<file path="config.mk">
export PLATFORM = sky130hd
export DESIGN_NAME = lfsr
export DESIGN_NICKNAME = d
export VERILOG_FILES = /design/src/rtl/lfsr_pkg.sv /design/src/rtl/lfsr_if.sv /design/src/rtl/lfsr_feedback.sv /design/src/rtl/lfsr.sv
export SDC_FILE = /design/constraint.sdc
export NUM_CORES = 1
export LEC_CHECK = 0
export ABC_AREA = 1
export BUFFER_PORTS_ARGS = -buffer_cell sky130_fd_sc_hd__buf_2
export CAP_MARGIN = 5
export CORE_AREA = 3 3 40 42
export CTS_BUF_LIST = sky130_fd_sc_hd__clkbuf_2 sky130_fd_sc_hd__clkbuf_4 sky130_fd_sc_hd__clkbuf_8
export CTS_CLUSTER_SIZE = 12
export DETAILED_ROUTE_END_ITERATION = 10
export DIE_AREA = 0 0 43 45
export HOLD_SLACK_MARGIN = 0.05
export PLACE_DENSITY = 0.31
export SETUP_SLACK_MARGIN = 0.4
export SYNTH_ARGS = -nofsm -noshare
export SYNTH_HDL_FRONTEND = slang
export SYNTH_SLANG_ARGS = --single-unit
</file>
<file path="constraint.sdc">
create_clock -name clk -period 1.3 [get_ports clk]
set_input_delay 0.065 -clock clk [delete_from_list [all_inputs] [get_ports clk]]
set_output_delay 0.065 -clock clk [all_outputs]
set_load 0.01 [all_outputs]
</file>
<file path="src/rtl/lfsr_pkg.sv">
// lfsr shared package
// maximal-length tap table and width limits
package lfsr_pkg;

  localparam int LFSR_MIN_W = 2;
  localparam int LFSR_MAX_W = 32;

  // bit i set: stage i feeds the XOR
  function automatic logic [31:0] max_taps(input int width);
    logic [31:0] t;
    t = '0;
    case (width)
      2:  t = 32'h0000_0003;
      3:  t = 32'h0000_0006;
      4:  t = 32'h0000_000C;
      5:  t = 32'h0000_0014;
      6:  t = 32'h0000_0030;
      7:  t = 32'h0000_0060;
      8:  t = 32'h0000_00B8;
      9:  t = 32'h0000_0110;
      10: t = 32'h0000_0240;
      11: t = 32'h0000_0500;
      12: t = 32'h0000_0829;
      13: t = 32'h0000_100D;
      14: t = 32'h0000_2015;
      15: t = 32'h0000_6000;
      16: t = 32'h0000_B400;
      17: t = 32'h0001_2000;
      18: t = 32'h0002_0400;
      19: t = 32'h0004_0023;
      20: t = 32'h0009_0000;
      21: t = 32'h0014_0000;
      22: t = 32'h0030_0000;
      23: t = 32'h0042_0000;
      24: t = 32'h00E1_0000;
      25: t = 32'h0120_0000;
      26: t = 32'h0200_0023;
      27: t = 32'h0400_0013;
      28: t = 32'h0900_0000;
      29: t = 32'h1400_0000;
      30: t = 32'h2000_0029;
      31: t = 32'h4800_0000;
      32: t = 32'h8020_0003;
      default: t = '0;
    endcase
    return t;
  endfunction

endpackage

</file>
<file path="src/rtl/lfsr_if.sv">
// lfsr state / next-state bundle
// master owns the register, slave computes next
interface lfsr_if #(
  parameter int WIDTH = 4
);

  logic [WIDTH-1:0] state;
  logic [WIDTH-1:0] nxt;

  modport master (output state, input nxt);
  modport slave  (input state, output nxt);

endinterface

</file>
<file path="src/rtl/lfsr_feedback.sv">
// lfsr next-state logic
// tap XOR plus all-zero lock-up recovery
module lfsr_feedback
  import lfsr_pkg::*;
#(
  parameter int               WIDTH = 4,
  parameter logic [WIDTH-1:0] TAPS  = '0,
  parameter logic [WIDTH-1:0] SEED  = '0
) (
  lfsr_if.slave fb_if
);

  logic             zero_d;
  logic             fb_d;
  logic [WIDTH-1:0] next_d;

  // shift toward MSB, feedback into bit 0; zero reloads seed
  always_comb begin
    zero_d = ~|fb_if.state;
    fb_d   = ^(fb_if.state & TAPS);
    next_d = {fb_if.state[WIDTH-2:0], fb_d};
    if (zero_d) next_d = SEED;
  end

  assign fb_if.nxt = next_d;

endmodule

</file>
<file path="src/rtl/lfsr.sv">
// lfsr top: free-running Fibonacci LFSR
// holds the state register and async reset
module lfsr
  import lfsr_pkg::*;
#(
  parameter int          WIDTH = 4,
  parameter logic [31:0] TAPS  = '0,
  parameter logic [31:0] SEED  = 32'd1
) (
  input  logic             clk,
  input  logic             RSTn,
  output logic [WIDTH-1:0] lfsr_o
);

  localparam logic [WIDTH-1:0] TAPS_EFF =
    (TAPS == '0) ? WIDTH'(max_taps(WIDTH))
                 : TAPS[WIDTH-1:0];
  localparam logic [WIDTH-1:0] SEED_EFF =
    SEED[WIDTH-1:0];

  if (WIDTH < LFSR_MIN_W || WIDTH > LFSR_MAX_W) begin : g_bad_w
    $error("lfsr: WIDTH out of range");
  end
  if (SEED_EFF == '0) begin : g_bad_seed
    $error("lfsr: SEED must be nonzero");
  end

  logic [WIDTH-1:0] state_q;

  lfsr_if #(.WIDTH(WIDTH)) fb_if ();

  assign fb_if.state = state_q;

  lfsr_feedback #(
    .WIDTH (WIDTH),
    .TAPS  (TAPS_EFF),
    .SEED  (SEED_EFF)
  ) u_fb (
    .fb_if (fb_if.slave)
  );

  // advance every cycle; reset loads seed
  always_ff @(posedge clk or negedge RSTn) begin
    if (!RSTn) state_q <= SEED_EFF;
    else       state_q <= fb_if.nxt;
  end

  assign lfsr_o = state_q;

endmodule

</file>
======== After elaboration in Yosys (flattened, before gate mapping) ========
Cells that the tools add are included.
cells by class
  muxes and demuxes ....................... 1
  reductions and logical operators ........ 2
operators by type and width
  cell              count
  $mux 4            1
  $reduce_or 4->1   1
  $reduce_xor 4->1  1
word-level totals
  register bits ........................... 4
  input bits .............................. 2
  output and inout port bits .............. 4
  logic and storage cells ................. 4

======== Logic depth before layout (Yosys ltp) ========
Gate-level depths: netlist (run 1).
  depth in word-level cells ............... 2
  gate-level depth with buffers ........... 4

======== Modules after synthesis ========
A second synthesis (run 1) with hierarchy kept.
unflattened totals
  cell total of the unflattened synthesis .. 14
  area total of the unflattened synthesis .. 151.4 µm²
by module, submodules not included
  module         instances  cells an instance  area each (µm²)  sequential area each (µm²)
  lfsr           1          4                  101.3            101.3
  lfsr_feedback  1          10                 50.0             0.0

======== Worst setup path before layout (run 1) ========
OpenSTA, ideal clock, no wires.
  path kind ............................... register to register
  start point ............................. register state_q[2] (netlist: lfsr_o[2])
  end point ............................... register state_q[0] (netlist: lfsr_o[0])
  setup time .............................. 76 ps
  data arrival time ....................... 795 ps
  required time ........................... 1224 ps
  path slack .............................. 429 ps
  stages on the path, launching flop included .. 5
  cells stage by stage .................... dfrtp_1 -> inv_1 -> ha_1 -> inv_1 -> nand2_1
between the ends
  cells in the longest elaborated chain, start to end .. 2
  elaborated cells between the ends (all ways) .. 3
  classes of those cells .................. mux: 1; reduce/logical: 2
ends and longest elaborated chain
  what                                                 line                                      RTL
  start: declaration                                   lfsr.sv:28                                logic [WIDTH-1:0] state_q;
  start signal: assignment                             lfsr.sv:45                                else state_q <= fb_if.nxt;
  $reduce_xor 4->1 or $reduce_or 4->1 (tied branches)  lfsr_feedback.sv:20, lfsr_feedback.sv:19
  $mux 4 (*)                                           lfsr_feedback.sv:22                       if (zero_d) next_d = SEED;
  named net fb_if.nxt[0]                               lfsr_if.sv:8                              logic [WIDTH-1:0] nxt;
Mark *: on every way through the listed nets, which the timed path passes. The rest lies on a longest branch.

======== Worst setup path in the final report (run 1) ========
  start point ............................. register state_q[0] (netlist: lfsr_o[0])
  end point ............................... output port lfsr_o[0]
RTL lines
  what              line        RTL
  end: declaration  lfsr.sv:12  output logic [WIDTH-1:0] lfsr_o
No word-level cell between the ends.

==> results of run 1 <==
## through the flow
stage | hold slack (ns) | instances | setup slack, ns | utilization (%) | area (um^2)
after global placement | -0.1269 | 32 | 0.4563 | 14.61 | 187.7
after detailed placement | -0.1256 | 32 | 0.4634 | 14.61 | 187.7
after global routing | 0.1628 | 38 | 0.3327 | 20.06 | 257.7
after floorplan | -0.2306 | 14 | 0.4293 | - | 151.4
final | 0.1546 | 38 | 0.3785 | 20.06 | 257.7
after CTS | 0.1528 | 38 | 0.3665 | 18.79 | 241.5
## cell usage in the layout (no fill, tap or decap)
cell           netlist  layout
a21oi_2              0       1
dlygate4sd3_1        0       1
inv_1                3       2
inv_2                0       1
nor2_2               1       1
ha_4                 0       1
clkbuf_4             0       4
buf_2                0       4
buf_4                0       1
dfrtp_1              3       3
buf_6                0       1
nand2_1              2       2
dfstp_2              1       1
## path summary, 6_finish.rpt
check                                    start                   to  slack [ns]  cells after the start
setup / recovery           lfsr_o[0]$_DFF_PN1_            lfsr_o[0]        0.38                      1
hold / removal                            RSTn  lfsr_o[2]$_DFF_PN0_        0.15                      2
setup reg to reg           lfsr_o[0]$_DFF_PN1_  lfsr_o[0]$_DFF_PN1_        0.46                      4
hold reg to reg            lfsr_o[1]$_DFF_PN0_  lfsr_o[2]$_DFF_PN0_        0.41                      0
max in group asynchronous                 RSTn  lfsr_o[0]$_DFF_PN1_        0.92                      2
min in group clk           lfsr_o[1]$_DFF_PN0_  lfsr_o[2]$_DFF_PN0_        0.41                      0
## logic make-up after synthesis
kind of cell / share of synthesized area, %
AOI/OAI and AO/OA: 3.303
adders and majority gates: 8.263
buffers and inverters: 12.40
DFF: 66.94
and+or+nand+nor: 9.095
## what timing repair did
| action | 4_1_cts | 5_1_grt |
|---|---|---|
| endpoints found under the setup margin | 1 | 3 |
| setup buffers | 1 | 0 |
| hold buffers | 1 | 0 |
| gates resized for setup | 1 | 3 |
| endpoints found under the hold margin | 4 | 0 |
## power by group
part	switching, mW	total (mW)	internal [mW]
logic	0.00263	0.00568	0.00305
clock network	0.0568	0.193	0.136
registers	0	0.125	0.125
total	0.0594	0.324	0.265
## layer usage
| metal | up-vias | wire, um | part of all wire, % |
|---|---|---|---|
| li1 | 58 | - | - |
| met1 | 49 | 160 | 52 |
| met2 | 10 | 87 | 28 |
| met3 | 0 | 60 | 19 |
| met4 | 0 | 0 | 0 |
| met5 | - | 0 | 0 |
## layout make-up
| type | count | area [um^2] | area share [%] |
|---|---|---|---|
| flip-flops and latches | 4 | 101.3 | 39.32 |
| repair buffers | 7 | 48.80 | 18.93 |
| multi-input cells | 5 | 47.55 | 18.45 |
| clock buffers | 4 | 30.03 | 11.65 |
| well taps | 15 | 18.77 | 7.282 |
| inverters | 3 | 11.26 | 4.369 |
==> out/metrics.cfg, run 1 <==
[synth]
synth_area_per_cell_um2 = 10.81
async_reset_ff_share_pct = 100.0
netlist_area_um2 = 151.4
yosysTopAreaCellShare_pct = 49.59
synthesis.nets = 17
synth_edf_count = 0
ys_warn_count = 0
synth_cell_types = 8
synthCells = 14
synth_common_cells = 3 x dfrtp_1, 3 x inv_1, 2 x clkbuf_1, 2 x nand2_1
ys_seq_area_share_pct = 66.94
yosys.area.top_type = dfrtp_1
synth_flop_cell = dfrtp_1
synth_area_leaders = dfrtp_1 50%, dfstp_2 17%, ha_1 8.3%, inv_1 7.4%, clkbuf_1 5.0%
synth-seq-cells = 4

[routing]
wl_um = 308
dr.pass1.iters = 2
drtAntennaViolNets = 0
vias_per_cell = 3.079
drtIter0Drc = 1
post_drt_wl_per_cell_um = 8.105
drc = 0
via_count = 117

[layout]
num_antenna_cells = 0
layout-drive-gt1-share_pct = 65.22
area_growth_pct = 70.25
fin_nets = 27
largest_reg_flops = 4
fillerInstances = 146

[place]
port_buffers = 5
gp_congestion = 0.6378
dpl.hpwl_um = 201.9

[grt]
grt-ovfl-total = 0
groute.usage.overall_pct = 5.109
grtUsageMet2_pct = 3.892
grt_max_degree = 5
grt_pass1_wl_um = 572
grt_pass1_vias = 122
grt_use_met3_pct = 7.171
antenna_found_initial = 0
grt_use_met1_pct = 5.882
grt.busiest_layer = met3

[power]
power_density_nw_per_um2 = 1257
peakVddDrop_v = 0.0006364
leakage_nw = 0.1336
power_mw = 0.3239

[floorplan]
die_y_um = 45
initial_core_util_pct = 11.78
fp.dieArea_um2 = 1935
io_pins = 6
dieWidth_um = 43
core-area_um2 = 1285
rows = 13

[critical_path]
crit_fanout = 2
critPathArrivalTime_ns = 0.86
cpMaxStageDelayCell = dfstp_2
crit_path_max_incr_delay_ns = 0.53
worstSetupEndpointType = output port
crit_family = flip-flops
critPathKind = register to output port
cp-start-kind = register
worstPathRequired_ns = 1.24
crit_buf_inv = 1
path_cells = buf_6

[timing]
rsz0062_at_grt = yes
relSlewSlack_pct = 92.18
tightest_slew_ns = 0.1174
finalSetupTns_ns = 0
drv_slew = 0
hold_violations = 0
fin_crit_sh_pct = 70.88
clock_skew_ns = 0.01435
fmax_mhz = 1085
fin_crit_ns = 0.9215
setup_viol = 0

[cts]
h-tree-depth = 1
clkTransAtPathRegs_ns = 0.05
root_buffer = clkbuf_4
cts_made_buffers = 3
insertion_delay_ns = 0.24
cts_buffer_depth = 2
tritoncts = yes
clock-sinks = 4

[hold_path]
min_path_type = input pin to async pin

[flow_run]
cap_violations = 0

[status]
status = finished, final reports clean

Note: power is estimated with default switching activity, not from simulation.
==> run 2: changes to the inputs <==
Settings changed: ABC_AREA 1 to 0.
Clock period 1.3 ns to 0.9 ns, I/O delays scaled along.
==> run 2 against run 1 <==
  * The flow now finishes with violations (setup timing)
  * Hold slack worse by 0.013 ns
  * Synthesized cell count is 14% lower
  * Wire length is 14% higher
  * Power is 45% higher
  * Design area is 13% higher
  * Highest routed layer unchanged
==> out/metrics.cfg, run 2 <==
[status]
status = finished, violations left
violations = setup timing

[timing]
setup_viol = 4  ; +4
rsz0062_at_grt = yes
hold_violations = 0  ; unchanged
tightest_slew_ns = 0.1647  ; +0.04731 ns
fin_crit_sh_pct = 110.2
clock_skew_ns = 0.0003067  ; -0.01404 ns
fmax_mhz = 1008
drv_slew = 0  ; unchanged
fin_crit_ns = 0.9916
relSlewSlack_pct = 89.01  ; -3.2 points
setup_ws_ns = -0.09159  ; -0.4701 ns

[floorplan]
dieWidth_um = 43  ; unchanged
core-area_um2 = 1285  ; unchanged
die_y_um = 45  ; unchanged
io_pins = 6  ; unchanged
initial_core_util_pct = 11.78  ; unchanged
fp.dieArea_um2 = 1935  ; unchanged
rows = 13  ; unchanged

[synth]
synth-seq-cells = 4  ; unchanged
ys_seq_area_share_pct = 66.94  ; unchanged
yosysTopAreaCellShare_pct = 49.59  ; unchanged
synth_common_cells = 3 x dfrtp_1, 2 x clkbuf_1, 2 x inv_1
synth_area_leaders = dfrtp_1 50%, dfstp_2 17%, ha_1 8.3%, nor3b_2 8.3%, clkbuf_1 5.0%
yosys.area_share.xor_xnor_pct = 0  ; unchanged
synth_top_family_by_area = simple AND/OR/NAND/NOR gates
synth_most_common_cell = dfrtp_1
muxShareOfSynthArea_pct = 0  ; unchanged
yosys.area.top_type = dfrtp_1
synthesis.nets = 15  ; -2
synth_compound_area_share_pct = 0  ; -3.3 points
netlist_area_um2 = 151.4  ; unchanged
synth_flop_cell = dfrtp_1
synthAdderAreaFrac_pct = 8.264  ; unchanged
synthCells = 12  ; -2
synth_edf_count = 0  ; unchanged
async_reset_ff_share_pct = 100.0  ; unchanged
synth_area_per_cell_um2 = 12.62  ; +17%
ys_warn_count = 0  ; unchanged
yosys.area_share.simple_pct = 14.88  ; +5.8 points
synth_cell_types = 8  ; unchanged

[critical_path]
worstSetupEndpointType = register
critPathKind = register to register
reg2reg_from = lfsr_o[2]$_DFF_PN0_
critPathArrivalTime_ns = 1.15  ; +0.29 ns
cp-start-kind = register
crit_fanout = 2  ; unchanged
worstPathRequired_ns = 1.06  ; -0.18 ns
cp-startpoint = lfsr_o[2]$_DFF_PN0_

[flow_run]
cap_violations = 0  ; unchanged

[routing]
drc = 0  ; unchanged
drtIter0Drc = 0  ; -1
wl_um = 352  ; +14%
via_count = 127  ; +8.5%
drtAntennaViolNets = 0  ; unchanged
dr.pass1.iters = 1  ; -1
vias_per_cell = 3.256  ; +5.8%
post_drt_wl_per_cell_um = 9.026  ; +11%

[grt]
grt_pass1_vias = 142  ; +16%
grt-ovfl-total = 0  ; unchanged
groute.usage.overall_pct = 5.184  ; +0.075 points
grt_pass1_wl_um = 600  ; +4.9%
antenna_found_initial = 0  ; unchanged
grt_max_degree = 5  ; unchanged

[place]
placed_cells = 31  ; -3.1%
gp_congestion = 0.6052  ; -5.1%
place_area_um2 = 197.7  ; +5.3%
port_buffers = 5  ; unchanged

[layout]
stdcell_count = 39  ; +2.6%
final_cell_mix = 4 x clkbuf_4, 4 x buf_4, 3 x buf_2, 3 x dfrtp_1
fin_util_pct = 22.69  ; +2.6 points
fillerInstances = 146  ; unchanged
fin_nets = 28  ; +3.7%
stdcell_area_um2 = 291.5  ; +13%
num_antenna_cells = 0  ; unchanged
largest_reg_flops = 4  ; unchanged
layout-drive-gt1-share_pct = 79.17  ; +14 points
area_growth_pct = 92.56

[cts]
tritoncts = yes
cts_made_buffers = 3  ; unchanged
h-tree-depth = 1  ; unchanged
clock-sinks = 4  ; unchanged
clkTransAtPathRegs_ns = 0.04  ; about the same
root_buffer = clkbuf_4
insertion_delay_ns = 0.24  ; about the same
cts_buffer_depth = 2  ; unchanged

[power]
leakage_nw = 0.1323  ; -1.0%
power_density_nw_per_um2 = 1609  ; +28%
peakVddDrop_v = 0.0007438  ; +17%
power_mw = 0.4691  ; +45%

[hold_path]
min_path_type = input pin to async pin

-- run 2: cells by family (layout without fill, tap and decap cells) --
family	after synthesis	after routing
AND/OR/NAND/NOR	3	3
flip-flops	4	4
buffers and inverters	4	16
adder cells (fa/ha/maj)	1	1
-- run 2: path summary, 6_finish.rpt --
check,to,slack (ns),depth (start not counted)
max,lfsr_o[0]$_DFF_PN1_,-0.09,4
min,lfsr_o[3]$_DFF_PN0_,0.14,2
max reg2reg,lfsr_o[0]$_DFF_PN1_,-0.09,4
min reg2reg,lfsr_o[1]$_DFF_PN0_,0.43,0
max in group asynchronous,lfsr_o[0]$_DFF_PN1_,0.55,2
min in group clk,lfsr_o[1]$_DFF_PN0_,0.43,0
-- run 2: where the power goes --
part	switching, mW	internal [mW]
clock network	0.0830	0.197
registers	0	0.181
logic	0.00385	0.00440
total	0.0868	0.382
-- run 2: worst max-delay path, cell delays in order, from the launching register on --
cell     delay (ns)
dfrtp_1        0.35
inv_2          0.06
ha_4           0.15
nor3b_4        0.14
or2_1          0.21
-- run 2: per-stage QoR --
stage,worst slack (ns),hold WS [ns],TNS (ns)
2_1_floorplan,-0.1237,-0.2506,-0.1629
6_report,-0.09159,0.1421,-0.1796
3_3_place_gp,-0.09870,-0.1444,-0.1369
5_1_grt,-0.1559,0.1389,-0.3856
3_5_place_dp,-0.09938,-0.1430,-0.1461
4_1_cts,-0.09722,0.1385,-0.2053
-- run 2: routing by layer --
layer	vias to the layer above	share of wire [%]	track usage (%)
met5	-	0	0
met4	0	0	3.614
met3	0	16	6.375
met2	10	38	5.090
met1	56	46	5.610
li1	61	-	-
-- run 2: cell type report --
class                           count  area, um^2  share of cell area [%]
Clock buffer                        4       30.03                   10.30
Tap cell                           15       18.77                   6.438
Multi-Input combinational cell      4       56.30                   19.31
Inverter                            2       7.507                   2.575
Timing Repair Buffer               10       77.57                   26.61
Sequential cell                     4       101.3                   34.76
-- run 2: what timing repair did --
action	4_1_cts	5_1_grt
endpoints found under the setup margin	8	8
buffers inserted	3	0
pin swaps	2	0
hold endpoints to repair	4	0
hold buffers	1	0
resized for setup	5	2
==> run 3: changes to the inputs <==
--- a/constraint.sdc
+++ b/constraint.sdc
@@ -3,2 +3,2 @@
 set_output_delay 0.045 -clock clk [all_outputs]
-set_load 0.01 [all_outputs]
+set_load 0.05 [all_outputs]
==> run 3 against run 2 <==
  * The run still ends with setup timing left
  * Fmax fell by 0.42%
  * Core utilization rose by 0.88 points
  * Clock skew barely moved
  * Sequential power barely moved
  * Power fell by 0.71%
  * Count of clock-buffer cells in the layout did not move
  * Hold slack improved by 0.011 ns
  * Register-to-register slack barely moved
  * Clock power barely moved
  * Via count fell by 3.1%
  * Critical path type unchanged
  * Largest cell class unchanged
==> out/metrics.cfg, run 3 (synthesis gave the netlist of run 2 again) <==
[status]
status = finished, violations left
violations = setup timing

[routing]
dr.pass1.iters = 2  ; +1
drc = 0  ; unchanged
highest_layer = met3
wl_met2_um = 106  ; -20%
post_drt_wl_per_cell_um = 8.243  ; -8.7%
vias_per_cell = 3.324  ; +2.1%
drtAntennaViolNets = 0  ; unchanged
dr_wl_met3_um = 64  ; +16%
via_count = 123  ; -3.1%
drtIter0Drc = 2  ; +2
drt-met1-wl_um = 135  ; -17%
wl_um = 305  ; -13%

[timing]
tightest_slew_ns = 0.1414  ; -0.02327 ns
fin_crit_sh_pct = 110.6  ; +0.47 points
fmax_mhz = 1004  ; -0.42%
finalSetupTns_ns = -0.2934  ; -0.1137 ns
rsz0062_at_grt = yes
setup_viol = 5  ; +1
fin_crit_ns = 0.9958  ; +0.004222 ns
drv_slew = 0  ; unchanged
relSlewSlack_pct = 90.53  ; +1.5 points
hold_violations = 0  ; unchanged
setup_ws_ns = -0.09581  ; -0.004222 ns
clock_skew_ns = 0.0006169  ; +0.0003102 ns

[place]
place_area_um2 = 193.9  ; -1.9%
port_buffers = 5  ; unchanged
dp_slack_ns = -0.08832  ; +0.01106 ns
gp_congestion = 0.6670  ; +10%

[layout]
num_antenna_cells = 0  ; unchanged
final_common_cell = clkbuf_4
layout-drive-gt1-share_pct = 86.36  ; +7.2 points
stdcell_area_um2 = 302.8  ; +3.9%
largest_reg_flops = 4  ; unchanged
final_cell_mix = 4 x clkbuf_4, 3 x dfrtp_2, 3 x buf_8, 3 x buf_6, 2 x inv_2
fin_nets = 26  ; -7.1%
fin_util_pct = 23.56  ; +0.88 points
area_growth_pct = 100.0

[grt]
grt_pass1_vias = 134  ; -5.6%
groute.usage.overall_pct = 4.841  ; -0.34 points
grt_pass1_wl_um = 586  ; -2.3%
antenna_found_initial = 0  ; unchanged
grt_max_degree = 5  ; unchanged
grt-ovfl-total = 0  ; unchanged

[power]
power_mw = 0.4658  ; -0.71%
combPwrFrac_pct = 1.8  ; about the same
power_density_nw_per_um2 = 1538  ; -4.4%
p_int_mw = 0.3821  ; about the same
switching_share_pct = 17.97  ; -0.54 points
p_seq_share_pct = 38.8  ; +0.3 points
power_switching_mw = 0.08368  ; -3.6%
pwr-share-clk_pct = 59.4  ; -0.3 points
leakage_nw = 0.1318  ; -0.33%
peakVddDrop_v = 0.0008723  ; +17%

[floorplan]
rows = 13  ; unchanged
die_y_um = 45  ; unchanged
io_pins = 6  ; unchanged
initial_core_util_pct = 11.78  ; unchanged
core-area_um2 = 1285  ; unchanged
fp.dieArea_um2 = 1935  ; unchanged
dieWidth_um = 43  ; unchanged

[critical_path]
reg2reg_from = lfsr_o[2]$_DFF_PN0_
worstPathRequired_ns = 1.06  ; about the same
cp-start-kind = register
r2r_slack_ns = -0.1  ; about the same
critPathKind = register to register
crit_fanout = 2  ; unchanged
worstSetupEndpointType = register
r2r_cells = 4  ; unchanged
r2r_end = lfsr_o[0]$_DFF_PN1_
critPathArrivalTime_ns = 1.15  ; about the same

[cts]
root_buffer = clkbuf_4
clock-sinks = 4  ; unchanged
tritoncts = yes
cts_buffer_depth = 2  ; unchanged
h-tree-depth = 1  ; unchanged
insertion_delay_ns = 0.23  ; about the same
clkTransAtPathRegs_ns = 0.04  ; about the same
cts_made_buffers = 3  ; unchanged

[hold_path]
min_path_type = input pin to async pin

[flow_run]
cap_violations = 0  ; unchanged

[run 3: final cells by class]
class | instances | area (um^2)
fillers | 139 | 982.2
well taps | 15 | 18.77
inverters | 2 | 7.507
repair buffers | 8 | 93.84
flip-flops and latches | 4 | 105.1
clock buffers | 4 | 30.03
multi-input cells | 4 | 47.55
[run 3: worst max-delay path by stage]
stage | start | to | cells after the start
after floorplan | lfsr_o[2]$_DFF_PN0_ | lfsr_o[0]$_DFF_PN1_ | 4
after global placement | lfsr_o[3]$_DFF_PN0_ | lfsr_o[0]$_DFF_PN1_ | 4
after detailed placement | lfsr_o[3]$_DFF_PN0_ | lfsr_o[0]$_DFF_PN1_ | 4
after CTS | lfsr_o[0]$_DFF_PN1_ | lfsr_o[0] | 1
after global routing | lfsr_o[2]$_DFF_PN0_ | lfsr_o[0]$_DFF_PN1_ | 4
final | lfsr_o[2]$_DFF_PN0_ | lfsr_o[0]$_DFF_PN1_ | 4
[run 3: critical path, stage by stage, from the launching register on]
cell	delay, ns
dfrtp_2	0.37
inv_2	0.05
ha_4	0.14
nor3b_2	0.14
or2_1	0.21
[run 3: what timing repair did]
| item | CTS | global route |
|---|---|---|
| endpoints found under the setup margin | 8 | 8 |
| hold buffers | 1 | 0 |
| buffers inserted | 0 | 2 |
| resized for setup | 10 | 4 |
| endpoints found under the hold margin | 4 | 0 |
| pin swaps | 2 | 0 |
[run 3: power by group through the flow]
stage	Combinational (mW)	Sequential (mW)	Clock, mW
5_1_grt	0.0101	0.180	0.307
3_3_place_gp	0.00517	0.183	0
3_5_place_dp	0.00517	0.183	0
2_1_floorplan	0.0000000222	0.183	0
4_1_cts	0.00870	0.181	0.287
6_report	0.00822	0.181	0.277
[run 3: metal layers]
metal / vias to the layer above / track usage, %
met4: 0 / 1.807
met2: 9 / 4.491
met3: 0 / 6.773
met5: - / 0
li1: 56 / -
met1: 58 / 5.583
[run 3: per-stage QoR]
step | hold slack [ns] | std cells
3_3_place_gp | -0.1447 | 30
3_5_place_dp | -0.1447 | 30
5_1_grt | 0.1793 | 37
2_1_floorplan | -0.2506 | 12
6_report | 0.1531 | 37
4_1_cts | 0.1559 | 35
